**config.mk**
```make
export PLATFORM = sky130hd
export DESIGN_NAME = fifo_enq_arbiter
export DESIGN_NICKNAME = d
export VERILOG_FILES = /design/src/rtl/fifo_enq_arbiter_pkg.sv /design/src/rtl/fifo_enq_arbiter_picker.sv /design/src/rtl/fifo_enq_arbiter.sv
export SDC_FILE = /design/constraint.sdc
export NUM_CORES = 1
export LEC_CHECK = 0
export BUFFER_PORTS_ARGS = -buffer_cell sky130_fd_sc_hd__buf_2
export CAP_MARGIN = 20
export CORE_ASPECT_RATIO = 1.2
export CORE_MARGIN = 2
export CORE_UTILIZATION = 39
export CTS_CLUSTER_DIAMETER = 80
export DETAILED_ROUTE_END_ITERATION = 8
export GPL_TIMING_DRIVEN = 1
export PLACE_DENSITY = 0.76
export SYNTH_ARGS = -nofsm -noshare
export SYNTH_HDL_FRONTEND = slang
export SYNTH_SLANG_ARGS = --single-unit
```
**constraint.sdc**
```tcl
create_clock -name clk -period 3.5 [get_ports clk]
set_clock_uncertainty 0.05 [all_clocks]
set_input_delay 0.35 -clock clk [delete_from_list [all_inputs] [get_ports clk]]
set_output_delay 0.35 -clock clk [all_outputs]
set_load 0.005 [all_outputs]
```
**src/rtl/fifo_enq_arbiter_pkg.sv**
```systemverilog
// fifo_enq_arbiter_pkg: shared payload-width default, requester-id type and
// the round-robin pointer advance used by the enqueue arbiter.
package fifo_enq_arbiter_pkg;
   localparam int ENTRY_WIDTH_DEF = 32;
   localparam int MAX_REQ = 8;
   typedef logic [$clog2(MAX_REQ)-1:0] req_id_t;
   // Pointer moves to the requester after the winner, wrapping at n.
   function automatic req_id_t next_ptr(input req_id_t idx, input int n);
      return (int'(idx) == n - 1) ? '0 : idx + req_id_t'(1);
   endfunction
endpackage

```
**src/rtl/fifo_enq_arbiter_picker.sv**
```systemverilog
// rr_priority_picker: wrap-around priority search starting at ptr_i.
// Ports: req_i request vector, ptr_i search start, gnt_o one-hot winner,
//        idx_o winner index, any_o high when any request is set.
module rr_priority_picker
   import fifo_enq_arbiter_pkg::*;
#(
   parameter int N = 4,
   localparam int W = $clog2(N)
)(
   input  logic [N-1:0] req_i,
   input  logic [W-1:0] ptr_i,
   output logic [N-1:0] gnt_o,
   output logic [W-1:0] idx_o,
   output logic         any_o
);
   always_comb begin
      gnt_o = '0;
      idx_o = '0;
      any_o = 1'b0;
      for (int k = 0; k < N; k++) begin
         if (!any_o && req_i[(int'(ptr_i) + k) % N]) begin
            gnt_o[(int'(ptr_i) + k) % N] = 1'b1;
            idx_o = W'((int'(ptr_i) + k) % N);
            any_o = 1'b1;
         end
      end
   end
endmodule

```
**src/rtl/fifo_enq_arbiter.sv**
```systemverilog
// fifo_enq_arbiter: round-robin merge of N_REQ requesters into one registered
// FIFO enqueue slot.
// Ports: clk, rst (sync, active-high), flush (drop held entry),
//        req_valid/req_ready/req_data per requester,
//        out_valid/out_ready/out_data/out_id toward the FIFO.
module fifo_enq_arbiter
   import fifo_enq_arbiter_pkg::*;
#(
   parameter int N_REQ = 4,
   parameter int ENTRY_WIDTH = ENTRY_WIDTH_DEF,
   localparam int ID_WIDTH = $clog2(N_REQ)
)(
   input  logic                                clk,
   input  logic                                rst,
   input  logic                                flush,
   input  logic [N_REQ-1:0]                    req_valid,
   output logic [N_REQ-1:0]                    req_ready,
   input  logic [N_REQ-1:0][ENTRY_WIDTH-1:0]   req_data,
   output logic                                out_valid,
   input  logic                                out_ready,
   output logic [ENTRY_WIDTH-1:0]              out_data,
   output logic [ID_WIDTH-1:0]                 out_id
);
   logic                   load_en;
   logic                   grant;
   logic                   any;
   logic [N_REQ-1:0]       gnt;
   logic [ID_WIDTH-1:0]    gnt_idx;
   logic                   out_valid_q, out_valid_d;
   logic [ENTRY_WIDTH-1:0] out_data_q, out_data_d;
   logic [ID_WIDTH-1:0]    out_id_q, out_id_d;
   logic [ID_WIDTH-1:0]    rr_ptr_q, rr_ptr_d;
   rr_priority_picker #(.N(N_REQ)) u_pick (
      .req_i (req_valid),
      .ptr_i (rr_ptr_q),
      .gnt_o (gnt),
      .idx_o (gnt_idx),
      .any_o (any)
   );
   always_comb begin
      // Slot accepts a new entry when empty or draining; reset and flush block it.
      load_en     = !rst && !flush && (!out_valid_q || out_ready);
      grant       = load_en && any;
      req_ready   = grant ? gnt : '0;
      out_valid_d = flush ? 1'b0 : grant ? 1'b1 : out_ready ? 1'b0 : out_valid_q;
      out_data_d  = grant ? req_data[gnt_idx] : out_data_q;
      out_id_d    = grant ? gnt_idx : out_id_q;
      rr_ptr_d    = grant ? ID_WIDTH'(next_ptr(req_id_t'(gnt_idx), N_REQ)) : rr_ptr_q;
   end
   always_ff @(posedge clk) begin
      if (rst) begin
         out_valid_q <= 1'b0;
         out_data_q  <= '0;
         out_id_q    <= '0;
         rr_ptr_q    <= '0;
      end else begin
         out_valid_q <= out_valid_d;
         out_data_q  <= out_data_d;
         out_id_q    <= out_id_d;
         rr_ptr_q    <= rr_ptr_d;
      end
   end
   assign out_valid = out_valid_q;
   assign out_data  = out_data_q;
   assign out_id    = out_id_q;
endmodule

```
# After elaboration in Yosys (flattened, before gate mapping)
# Index checks and enable logic that the tools add are counted.
dict set report op_classes {
  eq_ne 1
  n_reduce_logical 22
  magnitude_cmp 9
  bitwise_logic 6
  n_addsub 4
  mux 37
}
# operator count
set op_table {}
lappend op_table {{binary-select mux 32 bit (select 2 bit)} 1}
lappend op_table {{two-way mux 32 bit} 1}
lappend op_table {{two-way mux 4 bit} 5}
lappend op_table {{two-way mux 1 bit} 17}
lappend op_table {{less-than comparator 3 x 4 -> 1 bit, second input constant} 3}
lappend op_table {{OR 4 bit} 3}
lappend op_table {{logical AND 1 bit} 10}
lappend op_table {{two-way mux 2 bit} 5}
lappend op_table {{greater-or-equal comparator 3 x 1 -> 1 bit, second input constant} 3}
lappend op_table {{binary-select mux 1 bit (select 2 bit)} 4}
lappend op_table {{demux 1 bit (select 2 bit)} 4}
lappend op_table {{OR reduction 2 bit} 4}
lappend op_table {{zero test 1 bit} 6}
lappend op_table {{less-than comparator 2 x 3 -> 1 bit, second input constant} 2}
lappend op_table {{adder 2 x 1 -> 2 bit, second input constant} 2}
lappend op_table {{adder 2 bit, second input constant} 2}
lappend op_table {{bitwise AND 1 bit, first input constant} 3}
lappend op_table {{equality test 2 x 1 -> 1 bit, second input constant} 1}
lappend op_table {{greater-or-equal comparator 2 x 1 -> 1 bit, second input constant} 1}
lappend op_table {{nonzero test 2 bit} 1}
lappend op_table {{logical OR 1 bit} 1}
dict set report totals {
  register_bits 37
  out_inout_bits 39
}

# Logic depth before layout (Yosys ltp)
# Gate-level depths: netlist of run 1.
dict set report logic_depth {
  ltp_word 16
  ltp_mapped 14
  depth_no_buf 8
}

# Modules after synthesis
# Synthesis of run 1 repeated with hierarchy kept, for this count alone.
dict set report hier_totals {
  hier_cells 188
  area_unflattened_um2 2461.1
}
# module seq_area_each_um2 area_each_um2 instances cells_each
set by_module_without_submodules {}
lappend by_module_without_submodules {fifo_enq_arbiter 740.7 2042.0 1 143}
lappend by_module_without_submodules {rr_priority_picker 0.0 419.2 1 45}

# Least setup slack after synthesis of run 1
# OpenSTA, ideal clock, no wires.
dict set report synth_path {
  kind {register to register}
  start {reg rr_ptr_q[0]}
  end {reg out_data_q[26], in the netlist out_data[26]}
  n_path_buf 5
  required_ns 3.317
  setup_ns 0.133
  arrival_ns 3.052
  path_slack_ns 0.264
  stages_incl_launch_ff 14
  path_cell_list {dfxtp_1 > buf_2 > clkbuf_1 > inv_1 > ha_1 > mux4_2 > nor2b_4 > buf_6 > or4_4 > buf_6 > buf_2 > and3_1 > a211oi_1 > nor4_1}
}
dict set report synth_via {
  elab_chain_len 14
}
# element line
set synth_rtl {}
lappend synth_rtl {{start: declaration} fifo_enq_arbiter.sv:32} ;# logic [ID_WIDTH-1:0] rr_ptr_q, rr_ptr_d;
lappend synth_rtl {{start signal: assignment} fifo_enq_arbiter.sv:60} ;# rr_ptr_q <= rr_ptr_d;
lappend synth_rtl {{adder 2 x 1 -> 2 bit or binary-select mux 1 bit (select 2 bit) (tied branches)} {fifo_enq_arbiter_picker.sv:21, fifo_enq_arbiter_picker.sv:23}}
lappend synth_rtl {{binary-select mux 1 bit (select 2 bit) or two-way mux 1 bit (tied branches)} fifo_enq_arbiter_picker.sv:21} ;# if (!any_o && req_i[(int'(ptr_i) + k) % N]) begin
lappend synth_rtl {{two-way mux 1 bit (implied by the code)} fifo_enq_arbiter_picker.sv:21}
lappend synth_rtl {{two-way mux 1 bit (implied by the code) or zero test 1 bit (tied branches)} fifo_enq_arbiter_picker.sv:21}
lappend synth_rtl {{logical AND 1 bit} fifo_enq_arbiter_picker.sv:21}
lappend synth_rtl {{two-way mux 1 bit} fifo_enq_arbiter_picker.sv:21}
lappend synth_rtl {{zero test 1 bit} fifo_enq_arbiter_picker.sv:21}
lappend synth_rtl {{logical AND 1 bit} fifo_enq_arbiter_picker.sv:21}
lappend synth_rtl {{two-way mux 1 bit} fifo_enq_arbiter_picker.sv:21}
lappend synth_rtl {{zero test 1 bit} fifo_enq_arbiter_picker.sv:21}
lappend synth_rtl {{logical AND 1 bit} fifo_enq_arbiter_picker.sv:21}
lappend synth_rtl {{two-way mux 2 bit} fifo_enq_arbiter_picker.sv:21}
lappend synth_rtl {{binary-select mux 32 bit (select 2 bit)} fifo_enq_arbiter.sv:46} ;# out_data_d = grant ? req_data[gnt_idx] : out_data_q;
lappend synth_rtl {{two-way mux 32 bit (implied by the code)} fifo_enq_arbiter.sv:46}
lappend synth_rtl {{end signal: assignment} fifo_enq_arbiter.sv:58} ;# out_data_q <= out_data_d;
lappend synth_rtl {{end: declaration} fifo_enq_arbiter.sv:30} ;# logic [ENTRY_WIDTH-1:0] out_data_q, out_data_d;
# Parallel ways exist; a longest one is shown, timed or not. The select of a mux whose other input is x is not followed.
# A chain may end at the register's enable or synchronous reset.

# Worst setup path in the final report of run 1
dict set report layout_path {
  start {reg rr_ptr_q[1]}
  end {out req_ready[0]}
}
dict set report layout_via {
  elab_chain_len 14
}
# element line
set layout_rtl {}
lappend layout_rtl {{adder 2 x 1 -> 2 bit or binary-select mux 1 bit (select 2 bit) (tied branches)} {fifo_enq_arbiter_picker.sv:21, fifo_enq_arbiter_picker.sv:22}}
lappend layout_rtl {{OR reduction 2 bit (no line), or another cell as far along} --}
lappend layout_rtl {{bitwise AND 1 bit (no line) or two-way mux 1 bit (tied branches)} --}
lappend layout_rtl {{less-than comparator 3 x 4 -> 1 bit (implied by the code), or another cell as far along} fifo_enq_arbiter_picker.sv:22} ;# gnt_o[(int'(ptr_i) + k) % N] = 1'b1;
lappend layout_rtl {{logical AND 1 bit, on equally long branches} {fifo_enq_arbiter_picker.sv:22, fifo_enq_arbiter_picker.sv:21}}
lappend layout_rtl {{two-way mux 1 bit, on equally long branches} {fifo_enq_arbiter_picker.sv:22, fifo_enq_arbiter_picker.sv:21}}
lappend layout_rtl {{demux 1 bit (select 2 bit) or zero test 1 bit (tied branches)} --}
lappend layout_rtl {{OR 4 bit (no line) or logical AND 1 bit (tied branches)} --}
lappend layout_rtl {{two-way mux 4 bit or two-way mux 1 bit (tied branches)} fifo_enq_arbiter_picker.sv:21}
lappend layout_rtl {{OR 4 bit (no line) or zero test 1 bit (tied branches)} --}
lappend layout_rtl {{two-way mux 4 bit or logical AND 1 bit (tied branches)} fifo_enq_arbiter_picker.sv:21}
lappend layout_rtl {{OR 4 bit (no line) or two-way mux 1 bit (tied branches)} --}
lappend layout_rtl {{two-way mux 4 bit or logical AND 1 bit (tied branches)} {fifo_enq_arbiter_picker.sv:21, fifo_enq_arbiter.sv:43}}
lappend layout_rtl {{two-way mux 4 bit (*)} fifo_enq_arbiter.sv:44} ;# req_ready = grant ? gnt : '0;
lappend layout_rtl {{end: declaration} fifo_enq_arbiter.sv:17} ;# output logic [N_REQ-1:0] req_ready,
# Mark *: on every way between the ends. The rest lies on a longest branch, timed or not. The select of a mux whose other input is x is not followed.

==> results of run 1 <==
-- synthesized netlist by cell type, types with 2 or more instances --
master | count | area (sq um)
and3_1 | 46 | 288
dfxtp_1 | 37 | 741
a211oi_1 | 33 | 248
nor2_1 | 31 | 116
clkbuf_1 | 24 | 90.1
nand2_1 | 20 | 75.1
nor4_1 | 20 | 125
mux2i_1 | 17 | 170
o211ai_1 | 16 | 120
o21ai_1 | 15 | 75.1
a21boi_0 | 14 | 105
ha_1 | 8 | 100
a21oi_1 | 5 | 25.0
buf_2 | 5 | 25.0
o21ai_0 | 5 | 25.0
a221oi_1 | 4 | 35.0
a22oi_1 | 4 | 30.0
buf_6 | 4 | 45.0
inv_1 | 4 | 15.0
mux4_2 | 3 | 67.6
nand2b_1 | 3 | 18.8
nor3_1 | 3 | 15.0
or3_1 | 3 | 18.8
buf_12 | 2 | 40.0
nand4_1 | 2 | 12.5
nor4b_1 | 2 | 17.5
or4_1 | 2 | 15.0
xnor2_1 | 2 | 17.5
-- logic make-up (layout without fill, tap and decap cells) --
family | count (synthesis) | in the layout | share of synthesized area
flops | 37 | 37 | 0.265
compound gates | 99 | 99 | 0.245
mux | 21 | 21 | 0.0890
fa+ha+maj | 8 | 8 | 0.0358
simple gates | 139 | 140 | 0.278
buf+inv | 41 | 193 | 0.0814
xor+xnor | 2 | 2 | 0.00626
-- worst register-to-register path, cell delays in order (launching register included) --
cell and delay, ns:
dfxtp_1 0.49, inv_1 0.17, ha_1 0.42, mux4_2 0.32, nor2b_4 0.10, or4_2 0.98
and3_1 0.30, a211oi_1 0.22, nor4_1 0.08
-- layout make-up --
cell class,count,area share
flip-flops and latches,37,0.197
clock inverters,1,0.00798
well taps,87,0.0289
multi-input cells,270,0.493
repair buffers,181,0.247
clock buffers,7,0.0230
inverters,4,0.00399
-- flip-flops by register name (all words and copies together), names as in the netlist --
| name | count |
|---|---|
| out_data | 32 |
| rr_ptr_q | 2 |
| out_valid | 1 |
| out_id | 2 |
-- path summary, 6_finish.rpt --
| kind | startpoint | slack, ns | depth (start not counted) | end |
|---|---|---|---|---|
| setup / recovery | rr_ptr_q[1] | 0.23 | 9 | req_ready[0] |
| hold / removal | flush | 0.22 | 2 | out_valid |
| setup reg to reg | rr_ptr_q[1] | 0.27 | 8 | out_data[5] |
| hold reg to reg | out_data[23] | 0.42 | 2 | out_data[23] |
-- metal layers --
layer  vias to the layer above  wire length, microns  part of all wire  GRT usage
li1                       1613                     -                 -          -
met1                      1519                  3720              0.39      0.246
met2                       186                  4630              0.49      0.392
met3                        20                   911             0.096     0.0644
met4                         0                   203             0.021     0.0913
met5                         -                     0                 0          0
-- power groups by stage --
| stage | clock network [W] | logic (W) | registers (W) |
|---|---|---|---|
| final | 0.000388 | 0.000712 | 0.000514 |
| after global routing | 0.000422 | 0.000792 | 0.000522 |
| after CTS | 0.000399 | 0.000700 | 0.000515 |
| after detailed placement | 0 | 0.000698 | 0.000523 |
| after global placement | 0 | 0.000681 | 0.000522 |
| after floorplan | 0 | 0.000525 | 0.000527 |
-- per-stage QoR --
stage	power [W]	cells
after global routing	0.00174	587
after global placement	0.00120	577
final	0.00161	587
after floorplan	0.00105	347
after detailed placement	0.00122	577
after CTS	0.00161	585
==> flow_metrics.py, run 1 <==
metrics = {
    "status": {
        "status": "completed",
    },
    "sta": {
        "setup_violations": 0,
        "fin_ws_ns": 0.230,
        "slew_headroom": 0.532,
        "post-route-min-period_ns": 3.27,
        "hold_viol": 0,
        "fmax_mhz": 306,
        "holdWs_ns": 0.221,
        "worst_slew_pin_slew_ns": 0.702,
        "rsz0062_at_grt": "no",
        "finalCritPeriodShare": 0.934,
        "slew_violations": 0,
        "fin_tns_setup_ns": 0,
    },
    "clock_tree": {
        "clkLatencyLatePin_ns": 0.29,
        "tritoncts": "yes",
        "post_cts_resized": 0,
        "cts_sinks": 37,
        "clockBufferDepth": 2,
        "holdBufCountCts": 0,
        "cts_made_buffers": 5,
        "root_buffer": "clkbuf_8",
        "htreeDepth": 2,
        "clk_pin_slew_ns": 0.07,
        "post_cts_buffers": 0,
    },
    "finish": {
        "mostFrequentLayoutCells": "buf_2, and3_1, dfxtp_1",
        "stdcell_area_sq_mm": 0.00376,
        "syn2layout_area_growth_pct": 34.4,
        "mostFrequentLayoutCell": "buf_2",
        "seq_area_sq_um": 741,
        "fillerInstances": 635,
        "nNetsFinal": 643,
        "final_util": 0.545,
        "multiInputGateArea_sq_mm": 0.00185,
        "diodes": 0,
        "final_layout_size_suffix_gt1_frac": 0.402,
    },
    "synth": {
        "ys_seq_area_frac": 0.265,
        "async_flop_share": 0,
        "ys_types": 41,
        "ys.flop_type": "dfxtp_1",
        "synth_warnings": 0,
        "synthesis.nets": 491,
        "synth_edf_count": 0,
        "postSynthCellCount": 347,
        "avgSynthCellArea_sq_um": 8.07,
        "synth.cell_area_sq_mm": 0.00280,
        "ys_ff_latch": 37,
    },
    "critical_path": {
        "critical_path.max_fanout": 8,
        "critical_path.max_stage_delay_ns": 0.49,
        "critical_path_class": "reg2out",
        "crit_path_start_kind": "flip-flop",
        "cp_top_family": "compound AO/OA/AOI/OAI gates",
        "cp_slowest_cell": "dfxtp_1",
        "crit_buf_inv": 2,
        "critical_path.most_common_cell": "o21ai_0",
        "worstPathCellList": "inv_1 -> ha_1 -> or3b_2 -> o21ai_0 -> a31oi_1 -> o21ai_0 -> a221oi_1 -> nor2_1 -> buf_2",
        "crit_path_end_kind": "primary output",
        "arrival_ns": 2.87,
        "crit_required_ns": 3.10,
    },
    "place": {
        "dp_slack_ns": 0.222,
        "dp_hpwl_mm": 6.69,
        "place_area_sq_mm": 0.00362,
        "io_buffer_count": 174,
        "gp_congestion": 0.885,
    },
    "route": {
        "vias": 3338,
        "wl_per_cell_microns": 16.1,
        "viasPerCell": 5.69,
        "first_pass_iters": 4,
        "wirelength_mm": 9.47,
        "ant_nets": 0,
        "dr.first_iter.drc_count": 142,
        "drc_errors": 0,
    },
    "power": {
        "seqPwrFrac": 0.319,
        "internal-power_w": 0.00103,
        "pwr-share-clk": 0.240,
        "power_density_mw_per_mm2": 429,
        "power_switching_share": 0.363,
        "combPwrFrac": 0.441,
        "p_switching_w": 0.000587,
        "peakVddDrop_mv": 0.199,
        "p_leak_nw": 1.79,
    },
    "global_route": {
        "antenna_found_initial": 0,
        "grt_pass1_wl_mm": 14.1,
        "grt_overflow": 0,
        "gr-usage-all-layers": 0.224,
        "grt_pass1_vias": 3181,
        "grt_max_degree": 62,
    },
    "floorplan": {
        "initial_core_util": 0.406,
        "die-width_microns": 81.3,
        "ioPinCount": 175,
        "dieArea_sq_mm": 0.00787,
        "rows": 33,
        "core_area_sq_mm": 0.00690,
        "dieHeight_microns": 96.8,
    },
    "min_path": {
        "hp-class": "in2reg",
    },
    "run": {
        "max_cap_violations": 0,
    },
}
Note: power is estimated with default switching activity, not from simulation.
==> run 2, diff against run 1 <==
- CORE_UTILIZATION: 39 -> 30
- GPL_TIMING_DRIVEN: 1 -> unset
- PLACE_DENSITY: 0.76 -> 0.61
==> flow_metrics.py, run 2 (synthesis gave the netlist of run 1 again) <==
metrics = {
    "status": {
        "status": "completed",
    },
    "critical_path": {
        "cp_top_family": "compound AO/OA/AOI/OAI gates",
        "critical_path_class": "reg2out",
        "crit_path_end_kind": "primary output",
        "ff2ff_path_depth": 8,
        "worstPathCellList": "inv_1 -> ha_1 -> or3b_2 -> o21ai_0 -> a31oi_1 -> o21ai_1 -> a221oi_1 -> nor2_1 -> buf_2",
        "critical_path.max_fanout": 8,
        "crit_path_start": "rr_ptr_q[1]",
        "crit_buf_inv": 2,
        "cp_slowest_cell": "dfxtp_1",
        "r2r_start": "rr_ptr_q[1]",
        "critical_path.max_stage_delay_ns": 0.52,
        "crit_cells": 9,
        "crit_required_ns": 3.10,
        "crit_path_start_kind": "flip-flop",
        "arrival_ns": 2.80,
    },
    "finish": {
        "final_layout_size_suffix_gt1_frac": 0.401,
        "largest_reg_flops": 32,
        "stdcell_area_sq_mm": 0.00381,
        "diodes": 0,
        "fillerInstances": 929,
        "syn2layout_area_growth_pct": 36.1,
        "final_cells": 619,
        "mostFrequentLayoutCells": "buf_2, and3_1, dfxtp_1",
        "nNetsFinal": 643,
        "mostFrequentLayoutCell": "buf_2",
    },
    "clock_tree": {
        "tritoncts": "yes",
        "root_buffer": "clkbuf_8",
        "post_cts_resized": 0,
        "post_cts_buffers": 0,
        "holdBufCountCts": 0,
        "htreeDepth": 2,
        "clockBufferDepth": 2,
        "cts_made_buffers": 5,
        "clk_pin_slew_ns": 0.07,
        "clkLatencyLatePin_ns": 0.28,
        "cts_sinks": 37,
    },
    "global_route": {
        "grt_overflow": 0,
        "gr-usage-all-layers": 0.177,
        "grt_pass1_vias": 3064,
        "grt_pass1_wl_mm": 14.5,
        "grt_max_degree": 62,
        "antenna_found_initial": 0,
    },
    "route": {
        "wl_per_cell_microns": 15.8,
        "ant_nets": 0,
        "dr.first_iter.drc_count": 66,
        "viasPerCell": 5.33,
        "wirelength_mm": 9.80,
        "drc_errors": 0,
        "first_pass_iters": 4,
        "vias": 3301,
    },
    "place": {
        "io_buffer_count": 174,
        "place_area_sq_mm": 0.00369,
        "dp_hpwl_mm": 6.83,
        "dp_slack_ns": 0.118,
        "dp.cells": 610,
        "gp_congestion": 0.893,
    },
    "floorplan": {
        "initial_core_util": 0.308,
        "core_area_sq_mm": 0.00908,
        "rows": 38,
        "dieArea_sq_mm": 0.0101,
        "ioPinCount": 175,
        "die-width_microns": 92.2,
        "dieHeight_microns": 110,
    },
    "sta": {
        "post-route-min-period_ns": 3.20,
        "slew_headroom": 0.443,
        "setup_violations": 0,
        "worst_slew_pin_slew_ns": 0.833,
        "fin_ws_ns": 0.304,
        "rsz0062_at_grt": "no",
        "slew_violations": 0,
        "finalCritPeriodShare": 0.913,
        "hold_viol": 0,
        "fin_tns_setup_ns": 0,
        "fmax_mhz": 313,
    },
    "run": {
        "max_cap_violations": 0,
    },
    "min_path": {
        "hold_path.startpoint": "flush",
        "hold_path_depth": 2,
        "hp-class": "in2reg",
    },
    "power": {
        "p_leak_nw": 1.79,
        "peakVddDrop_mv": 0.134,
        "power_density_mw_per_mm2": 410,
    },
}
run 2: cell types whose count changed in the layout (fill, tap and decap cells not counted):
cell       previous run  this run
buf_12                0         2
buf_4                 6         4
buf_6                 1         0
bufinv_16             1         0
nand2_8               1         2
o21ai_0               5         4
o21ai_1              15        16
or4_2                 1         0
or4_4                 1         2
run 2: routing by layer:
layer	up-vias	GRT usage	routed length, microns
met5	-	0	0
met4	0	0.0693	218
met3	20	0.0411	738
met2	158	0.309	4840
met1	1504	0.212	4010
li1	1619	-	-
run 2: where the power goes:
part	internal (W)	switching [W]
Sequential	0.000480	0.0000363
Clock	0.000157	0.000149
Combinational	0.000326	0.000412
Total	0.000962	0.000597
run 2: area by class of cell:
cell class	instances	area (sq um)	area share
tap	120	150	0.0394
timing repair buffer	180	941	0.247
multi-input combinational	271	1880	0.492
inverter	4	15.0	0.00394
sequential	37	741	0.194
clock buffer	7	86.3	0.0227
run 2: path summary, 6_finish.rpt:
path	end	slack, ns
setup reg to reg	out_data[1]	0.34
setup / recovery	req_ready[1]	0.30
hold / removal	out_valid	0.22
hold reg to reg	out_data[4]	0.42
run 2: per-stage QoR:
step	util	hold WS [ns]	total power, W
finish	0.419	0.223	0.00156
floorplan	-	0.373	0.00105
detailed placement	0.406	0.405	0.00123
CTS	0.416	0.216	0.00155
global placement	0.406	0.398	0.00122
global route	0.419	0.223	0.00168
